==> src/rtl/booth_pkg.sv <==
// Shared definitions for the Booth multiplier and its operand sequencer.
package booth_pkg;

  localparam int unsigned WIDTH_DEF = 16;
  localparam int unsigned PROD_W    = 2 * WIDTH_DEF;

  typedef enum logic [1:0] {
    IDLE  = 2'd0,
    START = 2'd1,
    ACK   = 2'd2
  } seq_state_t;

endpackage

==> src/rtl/sync_fifo.sv <==
// Synchronous FIFO with count-based flags; the not-full flag is registered.
module sync_fifo #(
  parameter int unsigned DEPTH = 4,
  parameter int unsigned DW    = 32
) (
  input  logic          clk,
  input  logic          resetn,
  input  logic          i_push,
  input  logic [DW-1:0] i_wdata,
  input  logic          i_pop,
  output logic [DW-1:0] o_rdata_c,
  output logic          o_empty_c,
  output logic          o_not_full
);

  localparam int unsigned AW = $clog2(DEPTH);
  localparam int unsigned CW = $clog2(DEPTH + 1);

  logic [DW-1:0] r_mem [DEPTH];
  logic [AW-1:0] r_wr_ptr;
  logic [AW-1:0] r_rd_ptr;
  logic [CW-1:0] r_count;
  logic          r_not_full;
  logic          w_push;
  logic          w_pop;
  logic [CW-1:0] w_count_nxt;

  assign w_push     = i_push && r_not_full;
  assign w_pop      = i_pop && (r_count != '0);
  assign o_rdata_c  = r_mem[r_rd_ptr];
  assign o_empty_c  = (r_count == '0);
  assign o_not_full = r_not_full;

  // Occupancy after this cycle's push/pop.
  always_comb begin
    w_count_nxt = r_count + CW'(w_push) - CW'(w_pop);
  end

  // Storage array; contents are don't-care while empty, so no reset.
  always_ff @(posedge clk) begin
    if (w_push) r_mem[r_wr_ptr] <= i_wdata;
  end

  // Pointers wrap naturally because DEPTH is a power of two.
  always_ff @(posedge clk or negedge resetn) begin
    if (!resetn) begin
      r_wr_ptr   <= '0;
      r_rd_ptr   <= '0;
      r_count    <= '0;
      r_not_full <= 1'b0;
    end else begin
      if (w_push) r_wr_ptr <= r_wr_ptr + AW'(1);
      if (w_pop)  r_rd_ptr <= r_rd_ptr + AW'(1);
      r_count    <= w_count_nxt;
      r_not_full <= (w_count_nxt != CW'(DEPTH));
    end
  end

endmodule

==> src/rtl/booth_mult_sequencer.sv <==
// Queues signed operand pairs and runs booth_multiplier's start/irq/ack handshake one job at a time.
module booth_mult_sequencer
  import booth_pkg::*;
#(
  parameter int unsigned WIDTH   = WIDTH_DEF,
  parameter int unsigned DEPTH   = 4,
  parameter int unsigned TIMEOUT = 64
) (
  input  logic                 clk,
  input  logic                 resetn,
  input  logic                 in_valid,
  output logic                 in_ready,
  input  logic [WIDTH-1:0]     in_a,
  input  logic [WIDTH-1:0]     in_b,
  output logic                 out_valid,
  input  logic                 out_ready,
  output logic [2*WIDTH-1:0]   out_result,
  output logic                 mul_start,
  output logic                 mul_ack,
  output logic                 mul_irq_enable,
  output logic [WIDTH-1:0]     mul_data_a,
  output logic [WIDTH-1:0]     mul_data_b,
  input  logic                 mul_irq,
  input  logic                 mul_busy,
  input  logic [2*WIDTH-1:0]   mul_result,
  output logic                 err_timeout
);

  localparam int unsigned RES_W = 2 * WIDTH;
  localparam int unsigned CNT_W = $clog2(TIMEOUT + 1);

  seq_state_t       r_state;
  logic             r_start;
  logic             r_ack;
  logic             r_irq_en;
  logic [WIDTH-1:0] r_data_a;
  logic [WIDTH-1:0] r_data_b;
  logic             r_out_valid;
  logic [RES_W-1:0] r_result;
  logic             r_err;
  logic [CNT_W-1:0] r_tmo_cnt;

  logic [RES_W-1:0] w_head;
  logic             w_empty;
  logic             w_not_full;
  logic             w_pop;
  logic             w_unused_busy;

  // Busy is informational only; sequencing relies on irq.
  assign w_unused_busy = mul_busy;

  // A job leaves the FIFO only when idle and the result slot is free.
  assign w_pop = (r_state == IDLE) && !w_empty && !r_out_valid;

  sync_fifo #(
    .DEPTH (DEPTH),
    .DW    (RES_W)
  ) u_fifo (
    .clk        (clk),
    .resetn     (resetn),
    .i_push     (in_valid),
    .i_wdata    ({in_a, in_b}),
    .i_pop      (w_pop),
    .o_rdata_c  (w_head),
    .o_empty_c  (w_empty),
    .o_not_full (w_not_full)
  );

  assign in_ready       = w_not_full;
  assign out_valid      = r_out_valid;
  assign out_result     = r_result;
  assign mul_start      = r_start;
  assign mul_ack        = r_ack;
  assign mul_irq_enable = r_irq_en;
  assign mul_data_a     = r_data_a;
  assign mul_data_b     = r_data_b;
  assign err_timeout    = r_err;

  // Handshake FSM, timeout watchdog and result register.
  always_ff @(posedge clk or negedge resetn) begin
    if (!resetn) begin
      r_state     <= IDLE;
      r_start     <= 1'b0;
      r_ack       <= 1'b0;
      r_irq_en    <= 1'b1;
      r_data_a    <= '0;
      r_data_b    <= '0;
      r_out_valid <= 1'b0;
      r_result    <= '0;
      r_err       <= 1'b0;
      r_tmo_cnt   <= '0;
    end else begin
      r_irq_en <= 1'b1;
      if (r_out_valid && out_ready) r_out_valid <= 1'b0;
      case (r_state)
        IDLE: begin
          if (w_pop) begin
            r_data_a  <= w_head[RES_W-1:WIDTH];
            r_data_b  <= w_head[WIDTH-1:0];
            r_start   <= 1'b1;
            r_tmo_cnt <= '0;
            r_state   <= START;
          end
        end
        START: begin
          // irq takes priority over a coincident timeout
          if (mul_irq) begin
            r_result    <= mul_result;
            r_out_valid <= 1'b1;
            r_start     <= 1'b0;
            r_ack       <= 1'b1;
            r_state     <= ACK;
          end else if (r_tmo_cnt == CNT_W'(TIMEOUT - 1)) begin
            r_start <= 1'b0;
            r_err   <= 1'b1;
            r_state <= IDLE;
          end else begin
            r_tmo_cnt <= r_tmo_cnt + CNT_W'(1);
          end
        end
        ACK: begin
          if (!mul_irq) begin
            r_ack   <= 1'b0;
            r_state <= IDLE;
          end
        end
        default: r_state <= IDLE;
      endcase
    end
  end

endmodule

==> config.mk <==
export PLATFORM = sky130hd
export DESIGN_NAME = booth_mult_sequencer
export DESIGN_NICKNAME = d
export VERILOG_FILES = /design/src/rtl/booth_pkg.sv /design/src/rtl/sync_fifo.sv /design/src/rtl/booth_mult_sequencer.sv
export SDC_FILE = /design/constraint.sdc
export NUM_CORES = 1
export LEC_CHECK = 0
export CAP_MARGIN = 40
export CORE_ASPECT_RATIO = 0.7
export CORE_UTILIZATION = 53
export CTS_CLUSTER_SIZE = 16
export DETAILED_ROUTE_END_ITERATION = 10
export GPL_ROUTABILITY_DRIVEN = 1
export HOLD_SLACK_MARGIN = 0.03
export PLACE_DENSITY = 0.84
export SYNTH_ARGS = -nofsm -noshare
export SYNTH_HDL_FRONTEND = slang
export SYNTH_SLANG_ARGS = --single-unit
==> constraint.sdc <==
create_clock -name clk -period 2.88 [get_ports clk]
set_input_delay 0.576 -clock clk [delete_from_list [all_inputs] [get_ports clk]]
set_output_delay 0.576 -clock clk [all_outputs]
set_load 0.01 [all_outputs]
Word level (Yosys, flattened, before mapping)

Memories as Yosys holds them, arrays and structs flattened. A register that Yosys moved wholly into a read port is not among the register bits.
Cells that the tools add are included.

Output and inout port bits: 70
Register bits after elaboration: 53
Memory bits (writable): 128
Memories: 1
Logic and storage cells: 69

Memories:

| name         | words | width | rd ports | clocked after Yosys merged registers in | write ports | RTL line        | source |
|---|---|---|---|---|---|---|---|
| u_fifo.r_mem | 4     | 32    | 1        | 1                                       | 1           | sync_fifo.sv:19 | `logic [DW-1:0] r_mem [DEPTH];` |

Multiplexer cells: 21
Equality and inequality tests: 10
Add/subtract/negate cells: 5
Reduce and logical (&&, ||, !) cells: 20
Bitwise operators: 1

Operators with widths:

| kind                                           | count |
|---|---|
| 2-to-1 mux 7 bit                               | 3 |
| one-hot mux 7 bit (2 select lines)             | 1 |
| AND reduction 3 bit                            | 4 |
| 2-to-1 mux 1 bit                               | 10 |
| 2-to-1 mux 2 bit                               | 4 |
| != test 2 bit (second input constant)          | 4 |
| adder 7 x 1 -> 7 bit (second input constant)   | 1 |
| == test 7 x 6 -> 1 bit (second input constant) | 1 |
| != test 3 bit (second input constant)          | 2 |
| one-hot mux 2 bit (3 select lines)             | 1 |
| logical AND 1 bit                              | 5 |
| adder 2 x 1 -> 2 bit (second input constant)   | 2 |
| one-hot mux 1 bit (2 select lines)             | 2 |
| AND reduction 2 bit                            | 2 |
| AND reduction 4 bit                            | 1 |
| nonzero test 2 bit                             | 2 |
| adder 3 x 1 -> 3 bit                           | 1 |
| logical NOT 1 bit                              | 3 |
| logical NOT 3 bit                              | 1 |
| nonzero test 3 bit                             | 1 |
| subtractor 3 x 1 -> 3 bit                      | 1 |
| == test 2 x 1 -> 1 bit (second input constant) | 1 |
| == test 2 bit (second input constant)          | 1 |
| logical NOT 2 bit                              | 1 |
| 2 further kinds                                | 2 |

Logic depth before layout (Yosys ltp)

Gate-level depths: netlist of the first run.

Depth after elaboration: 7
Depth in mapped cells: 11

Hierarchy

From an unflattened synthesis of the first run, not the netlist that was laid out.

Cell total of the unflattened synthesis: 475
Area, all modules: 8,176.6 um2

By module, submodules not included:

| module               | area each (um2) | instances | cells each | sequential area each (um2) |
|---|---|---|---|---|
| sync_fifo            | 5,106.1         | 1         | 203        | 4,043.9 |
| booth_mult_sequencer | 3,070.4         | 1         | 272        | 1,926.8 |

Worst setup path before layout of the first run

No wires, ideal clock.

Path kind: flip-flop to flip-flop
Start point: reg r_state[1]
End point: reg u_fifo.r_not_full, in the netlist u_fifo.o_not_full
Path slack: 0.494 ns
Period minus slack after synthesis: 2.386 ns
Arrival time: 2.257 ns
Stages on the path, launching flop included: 11
Data required time: 2.751 ns
Setup time: 0.129 ns
Cell sequence: dfrtp_1 -> nor4_4 -> buf_6 -> ha_1 -> inv_1 -> ha_1 -> inv_1 -> fa_1 -> xnor2_1 -> xnor2_1 -> nand3b_1

Cells in the longest elaborated chain, start to end: 6

RTL lines:

| element                        | RTL line                    | source |
|---|---|---|
| from (decl)                    | booth_mult_sequencer.sv:32  | `seq_state_t r_state;` |
| from (signal assigned)         | booth_mult_sequencer.sv:82  | `r_state <= IDLE;` |
| from (signal assigned)         | booth_mult_sequencer.sv:102 | `r_state <= START;` |
| from (signal assigned)         | booth_mult_sequencer.sv:112 | `r_state <= ACK;` |
| logical NOT 2 bit              | booth_mult_sequencer.sv:53  | `assign w_pop = (r_state == IDLE) && !w_empty && !r_out_valid;` |
| logical AND 1 bit (2 in a row) | booth_mult_sequencer.sv:53  |  |
| logical AND 1 bit              | sync_fifo.sv:29             | `assign w_pop = i_pop && (r_count != '0);` |
| via u_fifo.w_pop               | sync_fifo.sv:25             | `logic w_pop;` |
| subtractor 3 x 1 -> 3 bit      | sync_fifo.sv:36             | `w_count_nxt = r_count + CW'(w_push) - CW'(w_pop);` |
| via u_fifo.w_count_nxt[2]      | sync_fifo.sv:26             | `logic [CW-1:0] w_count_nxt;` |
| != test 3 bit                  | sync_fifo.sv:55             | `r_not_full <= (w_count_nxt != CW'(DEPTH));` |
| to (signal assigned)           | sync_fifo.sv:55             |  |
| to (decl)                      | sync_fifo.sv:23             | `logic r_not_full;` |

The timed path passes the listed nets, and every way through them passes these cells.
A chain may end at the register's enable or synchronous reset.

Worst setup path after layout of the first run

Start point: reg u_fifo.r_count[1]
End point: reg u_fifo.r_not_full, in the netlist u_fifo.o_not_full

Cells in the longest elaborated chain, start to end: 7
Elaborated cells between the ends (all ways): 9
Those cells by class: 2 x add/sub; 1 x eq/ne; 6 x reduce/logical

RTL lines:

| element                                                                      | RTL line        | source |
|---|---|---|
| from (decl)                                                                  | sync_fifo.sv:22 | `logic [CW-1:0] r_count;` |
| from (signal assigned)                                                       | sync_fifo.sv:54 | `r_count <= w_count_nxt;` |
| parallel branches: the longest is 5 deep, another holds adder 3 x 1 -> 3 bit | -               |  |
| subtractor 3 x 1 -> 3 bit *                                                  | sync_fifo.sv:36 |  |
| via u_fifo.w_count_nxt[2]                                                    | sync_fifo.sv:26 |  |
| != test 3 bit *                                                              | sync_fifo.sv:55 |  |

Mark *: on every way through the listed nets, which the timed path passes.

==> impl_metrics.toml, run 1 <==
[run_status]
status = "finished, final reports clean"

[final_layout]
ff_latch_area_mm2 = 0.00597
num-nets-final = 634
stdcell_area_mm2 = 0.0104
drive_above_1_share_pct = 25.5
diodes = 0
nFillCells = 913
syn2layout_area_growth_pct = 27.4
multi_input_area_mm2 = 0.00201

[worst_setup_path]
slowest_stage = "dfrtp_1"
path_max_fanout = 3
endpoint_kind = "flop"
crit_arrival_ns = 2.68
worstPathRequired_ns = 3.24
ff2ff_path_depth = 10
max_stage_delay_ns = 0.43
cp-start-kind = "flop"
critical_path_class = "reg2reg"
worstPathCellList = "nor3_1 -> nor4_4 -> ha_1 -> inv_1 -> ha_1 -> inv_1 -> fa_1 -> xnor2_1 -> xnor2_1 -> nand3b_1"

[timing]
finalSetupTns_ns = 0
tightest_slew_ns = 0.864
setup_viol = 0
drv_slew = 0
rsz0062_at_grt = "false"
timing.fmax_ghz = 0.431
fin_crit_sh_pct = 80.6
slew_headroom_pct = 42.4
fin_hold_ws_ns = 0.0974
fin_skew_ns = 0.00706
hold_viol_final = 0
min_period_ns = 2.32

[synth]
netlist.area_leader.share_pct = 47.2
ys_seq_elements = 213
syn_avg_cell_area_um2 = 20.3
synthCells = 401
synth_area_leaders = "edfxtp_1 47%, dfrtp_1 26%, mux2_2 7.7%"
synth.distinct_cells = 43
yosysSeqAreaShare_pct = 73.3
yosysTopAreaCell = "edfxtp_1"
synth_warnings = 0
synth_nets = 479
syn_area_mm2 = 0.00815

[clocking]
cts_buffer_depth = 3
tritoncts = "yes"
clock_latency_ns = 0.48
cts.htree.levels = 1
cts_root_buffer = "clkbuf_16"
holdBufCountCts = 0
cts_setup_buffers = 0
postCtsResizedCells = 0
path_clk_slew_ns = 0.06
clkSinkCount = 213
cts_made_buffers = 20

[die]
die-area_mm2 = 0.0159
row_count = 37
start_util_pct = 54.8
fp.dieW_um = 150
io_pins = 140
core_mm2 = 0.0149
die_h_um = 106

[detailed_routing]
routed-via-count = 4169
final_antenna_net_count = 0
wl_per_cell_um = 20.3
routed_wl_um = 15500
drc = 0
drt_iter0_markers = 236
avgViaCountPerCell = 5.46
first_pass_iters = 4

[grt]
grt_max_degree = 44
overflow = 0
antenna_found_initial = 0
grt_use_total_pct = 20.4
grt_pass1_vias = 4474
grt_pass1_wl_um = 24000

[place]
gp_congestion = 0.778
post-dp-hpwl_um = 10100
io_buffers = 137
place_area_mm2 = 0.00976

[power]
power.leakage_nw = 3.87
peakVddDrop_v = 0.000547
p_per_area_mw_per_mm2 = 1070

[worst_hold_path]
hold_path_class = "in2async"

[flow_run]
max_cap_violations = 0
-- critical path: cells and delay by family (launching register included) --
| kind | cells | cell delay [ns] |
|---|---|---|
| buf+inv | 2 | 0.11 |
| xor+xnor | 2 | 0.37 |
| flops | 1 | 0.43 |
| simple gates | 3 | 0.50 |
| fa+ha+maj | 3 | 0.80 |
-- placed cells by master (no fill, tap or decap), drive strengths merged, types with 5 or more instances in the layout --
cell type,synthesis,routed
and3,5,5
buf,13,13
clkbuf,3,31
clkdlybuf4s50,0,136
dfrtp,85,85
edfxtp,128,128
ha,7,7
inv,10,10
mux2,64,64
mux4,32,32
nand2,8,8
nor2,5,5
o21ai,7,7
-- where the power goes --
part / total [W] / leakage [nW] / internal (W) / switching (W)
sequential: 0.00480 / 2.19 / 0.00421 / 0.000585
clock: 0.00247 / 0.305 / 0.00144 / 0.00103
combinational: 0.00389 / 1.38 / 0.00233 / 0.00156
total: 0.0112 / 3.87 / 0.00798 / 0.00317
-- cell usage after synthesis, drive strengths merged --
cell type  number
and2b           1
fa              1
o2bb2ai         1
o32ai           1
inv            10
o31a            1
o21ai           7
nor4            1
and3            5
clkbuf          3
conb            1
or2             1
nand3           2
nand2           8
buf            13
mux4           32
ha              7
mux2i           1
xor2            1
nand3b          1
o22ai           1
and2            1
a21o            3
dfrtp          85
a21oi           1
edfxtp        128
nor2            5
xnor2           4
a31oi           1
nand2b          3
a22o            1
a21boi          1
nor3b           1
and3b           1
mux2           64
nor3            3
-- layout make-up --
type / count / share of cell area, %
Clock inverter: 4 / 0.169
Tap cell: 195 / 2.35
Clock buffer: 31 / 5.82
Timing Repair Buffer: 149 / 14.4
Sequential cell: 213 / 57.6
Inverter: 10 / 0.362
Multi-Input combinational cell: 162 / 19.3
-- worst paths after layout --
path	start	end	slack (ns)
max	u_fifo.r_count[1]$_DFF_PN0_	u_fifo.o_not_full$_DFF_PN0_	0.56
min	resetn	out_result[10]$_DFFE_PN0P_	0.1
max reg2reg	u_fifo.r_count[1]$_DFF_PN0_	u_fifo.o_not_full$_DFF_PN0_	0.56
min reg2reg	err_timeout$_DFFE_PN0P_	err_timeout$_DFFE_PN0P_	0.47
max in group asynchronous	resetn	out_result[19]$_DFFE_PN0P_	2.09
min in group clk	err_timeout$_DFFE_PN0P_	err_timeout$_DFFE_PN0P_	0.47
-- cell families after synthesis --
kind of cell,after synthesis,share of synthesized area [%]
other,1,0.0460
AOI/OAI and AO/OA,18,1.78
muxes,97,18.4
and+or+nand+nor,33,2.50
adders and majority gates,8,1.32
buffers and inverters,26,2.14
DFF,213,73.3
xor gates and xnor gates,5,0.538
-- stage by stage --
step	utilization, %	total power (W)	setup slack, ns	cells
2_1_floorplan	-	0.00710	0.494	401
3_3_place_gp	65.7	0.00858	0.482	729
3_5_place_dp	65.7	0.00877	0.386	729
4_1_cts	69.8	0.0113	0.569	764
5_1_grt	69.8	0.0117	0.390	764
6_report	69.8	0.0112	0.559	764
-- layer usage --
layer | up-vias | track usage (%) | share of wire, %
met3 | 19 | 4.89 | 6.8
met2 | 129 | 34.8 | 52
met1 | 2164 | 26.5 | 40
met4 | 0 | 4.83 | 1.6
li1 | 1857 | - | -
met5 | - | 0 | 0
-- state kept, by name, indices dropped and copies added (netlist names), 2 cells and up --
| name | cells |
|---|---|
| r_tmo_cnt | 7 |
| u_fifo.r_rd_ptr | 2 |
| out_result | 32 |
| mul_data_b | 16 |
| u_fifo.r_mem | 128 |
| r_state | 2 |
| mul_data_a | 16 |
| u_fifo.r_count | 3 |
| u_fifo.r_wr_ptr | 2 |
(Power assumes the default switching activity.)
==> run 2: changes to the inputs <==
- clock period: 2.88 -> 2.15 ns (I/O delays scaled with it)
==> run 2 against run 1 <==
Net effect: core utilization rose by 1.5 points; sequential power up 31%; clock skew increased by 0.0090 ns; die area did not move; via count grew 0.82%; combinational power increased by 48%; critical path depth down 1; clock power increased by 34%; total power rose by 38%; non-clock buffer count is 13 higher; cell count is 1.8% higher; first-iteration DRC count decreased by 1.7%.
==> impl_metrics.toml, run 2 (synthesis gave the netlist of run 1 again) <==
[die]
core_mm2 = 0.0149
io_pins = 140
start_util_pct = 54.8
die-area_mm2 = 0.0159
die_h_um = 106
row_count = 37
fp.dieW_um = 150

[worst_setup_path]
slowest_stage = "dfrtp_1"
path_max_fanout = 2
critical_path_class = "reg2reg"
endpoint_kind = "flop"
max_stage_delay_ns = 0.40
r2r_start = "r_state[0]$_DFFE_PN0P_"
r2r-end = "u_fifo.r_count[2]$_DFF_PN0_"
cp-start-kind = "flop"
worstPathCellList = "nor4_4 -> ha_4 -> inv_4 -> ha_4 -> inv_2 -> fa_2 -> xnor2_2 -> xnor2_2 -> buf_4"
path_delay_family = "adder cells"
crit_arrival_ns = 2.50
ff2ff_path_depth = 9
path_buf_inv = 3
rrSetupSlack_ns = 0.03
worstPathRequired_ns = 2.53

[timing]
setup_viol = 0
finalWorstSetupSlack_ns = 0.0284
fin_skew_ns = 0.0161
min_period_ns = 2.12
rsz0062_at_grt = "true"
drv_slew = 0
hold_viol_final = 0
fin_crit_sh_pct = 98.7
timing.fmax_ghz = 0.471
finalSetupTns_ns = 0

[grt]
grt_use_total_pct = 20.5
grt_pass1_vias = 4572
grt_max_degree = 42
antenna_found_initial = 0
overflow = 0
grt_pass1_wl_um = 24300

[clocking]
cts_root_buffer = "clkbuf_16"
cts.htree.levels = 1
clkSinkCount = 213
cts_buffer_depth = 3
clock_latency_ns = 0.49
path_clk_slew_ns = 0.06
cts_made_buffers = 20
tritoncts = "yes"

[place]
io_buffers = 137
dp_slack_ns = -0.104
gp_congestion = 0.769
dpl.cell_count = 737
post-dp-hpwl_um = 9650

[final_layout]
final_cells = 778
diodes = 0
nFillCells = 909
num-nets-final = 647
regMostFlops = "u_fifo.r_mem"
largest_reg_flops = 128
syn2layout_area_growth_pct = 30.1
mostFrequentLayoutCell = "clkdlybuf4s50_1"
final_cell_mix = "136 x clkdlybuf4s50_1, 128 x edfxtp_1, 83 x dfrtp_1, 56 x mux2_2, 28 x mux4_2"
drive_above_1_share_pct = 28.1

[detailed_routing]
drt_iter0_markers = 232
first_pass_iters = 4
routed-via-count = 4203
final_antenna_net_count = 0
avgViaCountPerCell = 5.40
drc = 0
wl_per_cell_um = 19.8
routed_wl_um = 15400

[run_status]
status = "finished, final reports clean"

[power]
peakVddDrop_v = 0.000882
p_per_area_mw_per_mm2 = 1450
power.leakage_nw = 3.96

[flow_run]
max_cap_violations = 0

[worst_hold_path]
hold_path_class = "in2async"
## run 2: changes by cell type in the layout (fill, tap and decap cells not counted), sizes merged
cell         previous run  this run
buf                    13        25
clkinv                  4         1
clkbuf                 31        35
dlygate4sd3             0         1
## run 2: worst max path at each step
| stage | cells past startpoint | slack (ns) | end | from |
|---|---|---|---|---|
| 6_report | 9 | 0.03 | u_fifo.r_count[2]$_DFF_PN0_ | r_state[0]$_DFFE_PN0P_ |
| 4_1_cts | 10 | 0.0002 | u_fifo.o_not_full$_DFF_PN0_ | u_fifo.r_count[0]$_DFF_PN0_ |
| 2_1_floorplan | 10 | -0.18 | u_fifo.o_not_full$_DFF_PN0_ | r_state[0]$_DFFE_PN0P_ |
| 5_1_grt | 9 | -0.05 | u_fifo.o_not_full$_DFF_PN0_ | r_state[0]$_DFFE_PN0P_ |
| 3_3_place_gp | 9 | -0.03 | u_fifo.o_not_full$_DFF_PN0_ | in_valid |
| 3_5_place_dp | 9 | -0.10 | u_fifo.o_not_full$_DFF_PN0_ | in_valid |
## run 2: through the flow
step	power (W)	hold WS [ns]	area (um^2)	utilization (%)
after floorplan	0.00961	0.134	8180	-
after global placement	0.0117	0.406	9910	66.7
after detailed placement	0.0120	0.415	9910	66.7
after CTS	0.0155	0.448	10600	71.2
after global routing	0.0161	0.476	10600	71.3
final	0.0154	0.444	10600	71.3
## run 2: metal layers
metal	vias to the layer above	routed length, um	GRT usage [%]
met2	115	8030	35.1
met4	0	272	5.70
met5	-	0	0
li1	1887	-	-
met1	2177	6360	26.9
met3	24	732	4.11
## run 2: repair_timing
action	CTS	global route
hold buffers	1	0
resized for setup	1	3
endpoints found under the hold margin	30	0
setup endpoints to repair	1	2
pin swaps	4	3
buffers inserted	3	1
## run 2: layout make-up
type / count / area, um^2 / share of cell area, %
inverters: 10 / 40.0 / 0.378
flip-flops and latches: 213 / 5970 / 56.4
multi-input cells: 162 / 2050 / 19.4
clock buffers: 35 / 618 / 5.83
repair buffers: 162 / 1660 / 15.7
clock inverters: 1 / 3.75 / 0.0354
well taps: 195 / 244 / 2.30
## run 2: report_power, final
group          internal (W)  switching [W]
Combinational       0.00344        0.00232
Sequential          0.00564       0.000668
Clock               0.00194        0.00137
Total                0.0110        0.00436
==> run 3: changes to the inputs <==
- ABC_AREA: unset -> 1
==> run 3 against run 2 <==
Net effect: the flow now finishes with violations (design-rule violations); combinational power rose by 2%; first-iteration DRC count rose by 66%; total power rose by 0.44%; critical path type unchanged; critical endpoint is now u_fifo.o_not_full$_DFF_PN0_.
==> impl_metrics.toml, run 3 <==
[run_status]
status = "finished, violations left"
violations = "design-rule violations"

[worst_setup_path]
worstSetupStartpoint = "r_state[0]$_DFFE_PN0P_"
path_max_fanout = 3
r2r_start = "r_state[0]$_DFFE_PN0P_"
worstPathRequired_ns = 2.52
critical_path_class = "reg2reg"
crit_arrival_ns = 2.38
endpoint_kind = "flop"
cp-start-kind = "flop"

[timing]
fin_skew_ns = 0.0105
rsz0062_at_grt = "false"
fin_hold_ws_ns = 0.468
slew_headroom_pct = 63.1
finalSetupTns_ns = 0
timing.fmax_ghz = 0.497
tightest_slew_ns = 0.553
drv_slew = 0
min_period_ns = 2.01
setup_viol = 0
hold_viol_final = 0
fin_crit_sh_pct = 93.5

[clocking]
cts_made_buffers = 20
clock_latency_ns = 0.49
cts.htree.levels = 1
tritoncts = "yes"
path_clk_slew_ns = 0.06
postCtsResizedCells = 0
cts_buffer_depth = 3
cts_root_buffer = "clkbuf_16"
clkSinkCount = 213

[die]
fp.dieW_um = 152
io_pins = 140
core_mm2 = 0.0155
die-area_mm2 = 0.0163
row_count = 38
die_h_um = 107
start_util_pct = 54.1

[detailed_routing]
avgViaCountPerCell = 5.08
drc = 10
final_antenna_net_count = 0
routed_wl_um = 17000
first_pass_iters = 8
wl_per_cell_um = 15.4
routed-via-count = 5598
drt_iter0_markers = 385

[final_layout]
largest_reg_flops = 128
nFillCells = 1083
num-nets-final = 967
utilization_pct = 69.5
stdcell_area_mm2 = 0.0107
final_cells = 1103
diodes = 0
regMostFlops = "u_fifo.r_mem"
drive_above_1_share_pct = 8.53
mostFrequentLayoutCell = "nand2_1"
syn2layout_area_growth_pct = 28.5
final_cell_mix = "218 x nand2_1, 136 x clkdlybuf4s50_1, 128 x edfxtp_1, 105 x nor2_1, 83 x dfrtp_1"

[power]
power.share.clock_pct = 22.0
power.leakage_nw = 4.36
seq_power_share_pct = 40.1
intPower_w = 0.0101
power_frac_comb_pct = 37.9
swShare_pct = 34.5
peakVddDrop_v = 0.000968
p_switching_w = 0.00532
p_per_area_mw_per_mm2 = 1440

[synth]
synth_flop_cell = "edfxtp_1"
synth_nets = 819
synth_common_cells = "218 x nand2_1, 128 x edfxtp_1, 109 x nor2_1"
synth_warnings = 0
syn_area_mm2 = 0.00836
yosysTopAreaCell = "edfxtp_1"
synth_area_leaders = "edfxtp_1 46%, dfrtp_1 25%, nand2_1 9.8%"
ys_seq_elements = 213
syn_avg_cell_area_um2 = 11.3
netlist.area_leader.share_pct = 46.0
yosysSeqAreaShare_pct = 71.4
synth_edf_count = 128
yosysMostFrequentCell = "nand2_1"
synthCells = 741
ys_async_sr_fraction_pct = 39.9
synth.distinct_cells = 28

[grt]
grt_pass1_wl_um = 26900
antenna_found_initial = 0
grt_use_total_pct = 21.0
grt_max_degree = 41
grt_pass1_vias = 5344
overflow = 0

[place]
dpl.cell_count = 1064
post-dp-hpwl_um = 10600
gp_congestion = 0.797
place_area_mm2 = 0.0101
io_buffers = 137

[flow_run]
max_cap_violations = 0

[worst_hold_path]
hold_path_class = "in2async"
==> run 3: changes by cell type after synthesis, moves of 5 or more <==
| cell | previous run | this run |
|---|---|---|
| nand2_1 | 7 | 218 |
| nor2_1 | 5 | 109 |
| mux2_2 | 56 | 0 |
| o21ai_1 | 0 | 56 |
| o21ai_0 | 6 | 48 |
| mux4_2 | 28 | 0 |
| buf_2 | 1 | 18 |
| inv_1 | 10 | 22 |
| mux2_4 | 8 | 0 |
| nand3_1 | 1 | 7 |
| and3_1 | 5 | 0 |
==> run 3: worst paths after layout <==
check                                               to  cells past startpoint  slack, ns
setup reg to reg           u_fifo.o_not_full$_DFF_PN0_                     13       0.14
min in group clk             out_result[5]$_DFFE_PN0P_                      2       0.47
hold / removal             u_fifo.r_count[1]$_DFF_PN0_                      2       0.47
setup / recovery           u_fifo.o_not_full$_DFF_PN0_                     13       0.14
max in group asynchronous    out_result[3]$_DFFE_PN0P_                      3       1.05
hold reg to reg              out_result[5]$_DFFE_PN0P_                      2       0.47
==> run 3: cell families (layout without fill, tap and decap cells) <==
logic type / Yosys count / count (layout) / synth area share [%]
buffers and inverters: 61 / 223 / 3.92
adders and majority gates: 8 / 8 / 1.29
DFF: 213 / 213 / 71.4
and+or+nand+nor: 346 / 346 / 16.3
xor gates and xnor gates: 5 / 5 / 0.524
other: 1 / 1 / 0.0448
AOI/OAI and AO/OA: 107 / 107 / 6.51
==> run 3: power groups by stage <==
stage                     logic [W]  clock network (W)  registers (W)
after floorplan             0.00329                  0        0.00642
after global placement      0.00569                  0        0.00620
after detailed placement    0.00586                  0        0.00625
after CTS                   0.00590            0.00345        0.00619
after global routing        0.00654            0.00361        0.00632
final                       0.00586            0.00340        0.00619
==> run 3: per-layer routing <==
layer	vias to the layer above	wire length (um)	global-route usage [%]
li1	2735	-	-
met3	22	802	3.27
met4	0	250	4.74
met5	-	0	0
met2	140	8150	34.6
met1	2701	7770	29.8
==> run 3: worst max-delay path, stage by stage, from the launching register on <==
cell,delay (ns)
dfrtp_1,0.40
inv_1,0.07
nand2_2,0.05
nor2_2,0.09
nand2_2,0.07
inv_2,0.07
ha_4,0.20
inv_2,0.06
ha_4,0.11
inv_2,0.03
fa_2,0.35
xnor2_2,0.15
xnor2_1,0.18
nand2_1,0.07
==> run 3: layout make-up <==
cell class	count	area, um^2	share of cell area [%]
Sequential cell	213	5970	55.6
Clock buffer	31	583	5.43
Multi-Input combinational cell	467	2130	19.8
Tap cell	200	250	2.33
Clock inverter	5	47.5	0.443
Timing Repair Buffer	161	1660	15.5
Inverter	26	97.6	0.908
==> run 3: stage by stage <==
| stage | worst slack [ns] | total power, W |
|---|---|---|
| global placement | 0.00414 | 0.0119 |
| detailed placement | -0.0245 | 0.0121 |
| global route | 0.00544 | 0.0165 |
| finish | 0.139 | 0.0154 |
| floorplan | -0.290 | 0.00971 |
| CTS | 0.0653 | 0.0155 |
==> run 3: repair_timing <==
action,CTS,global route
endpoints found under the hold margin,37,0
setup endpoints to repair,0,1
hold buffers,1,0
buffers inserted,0,2
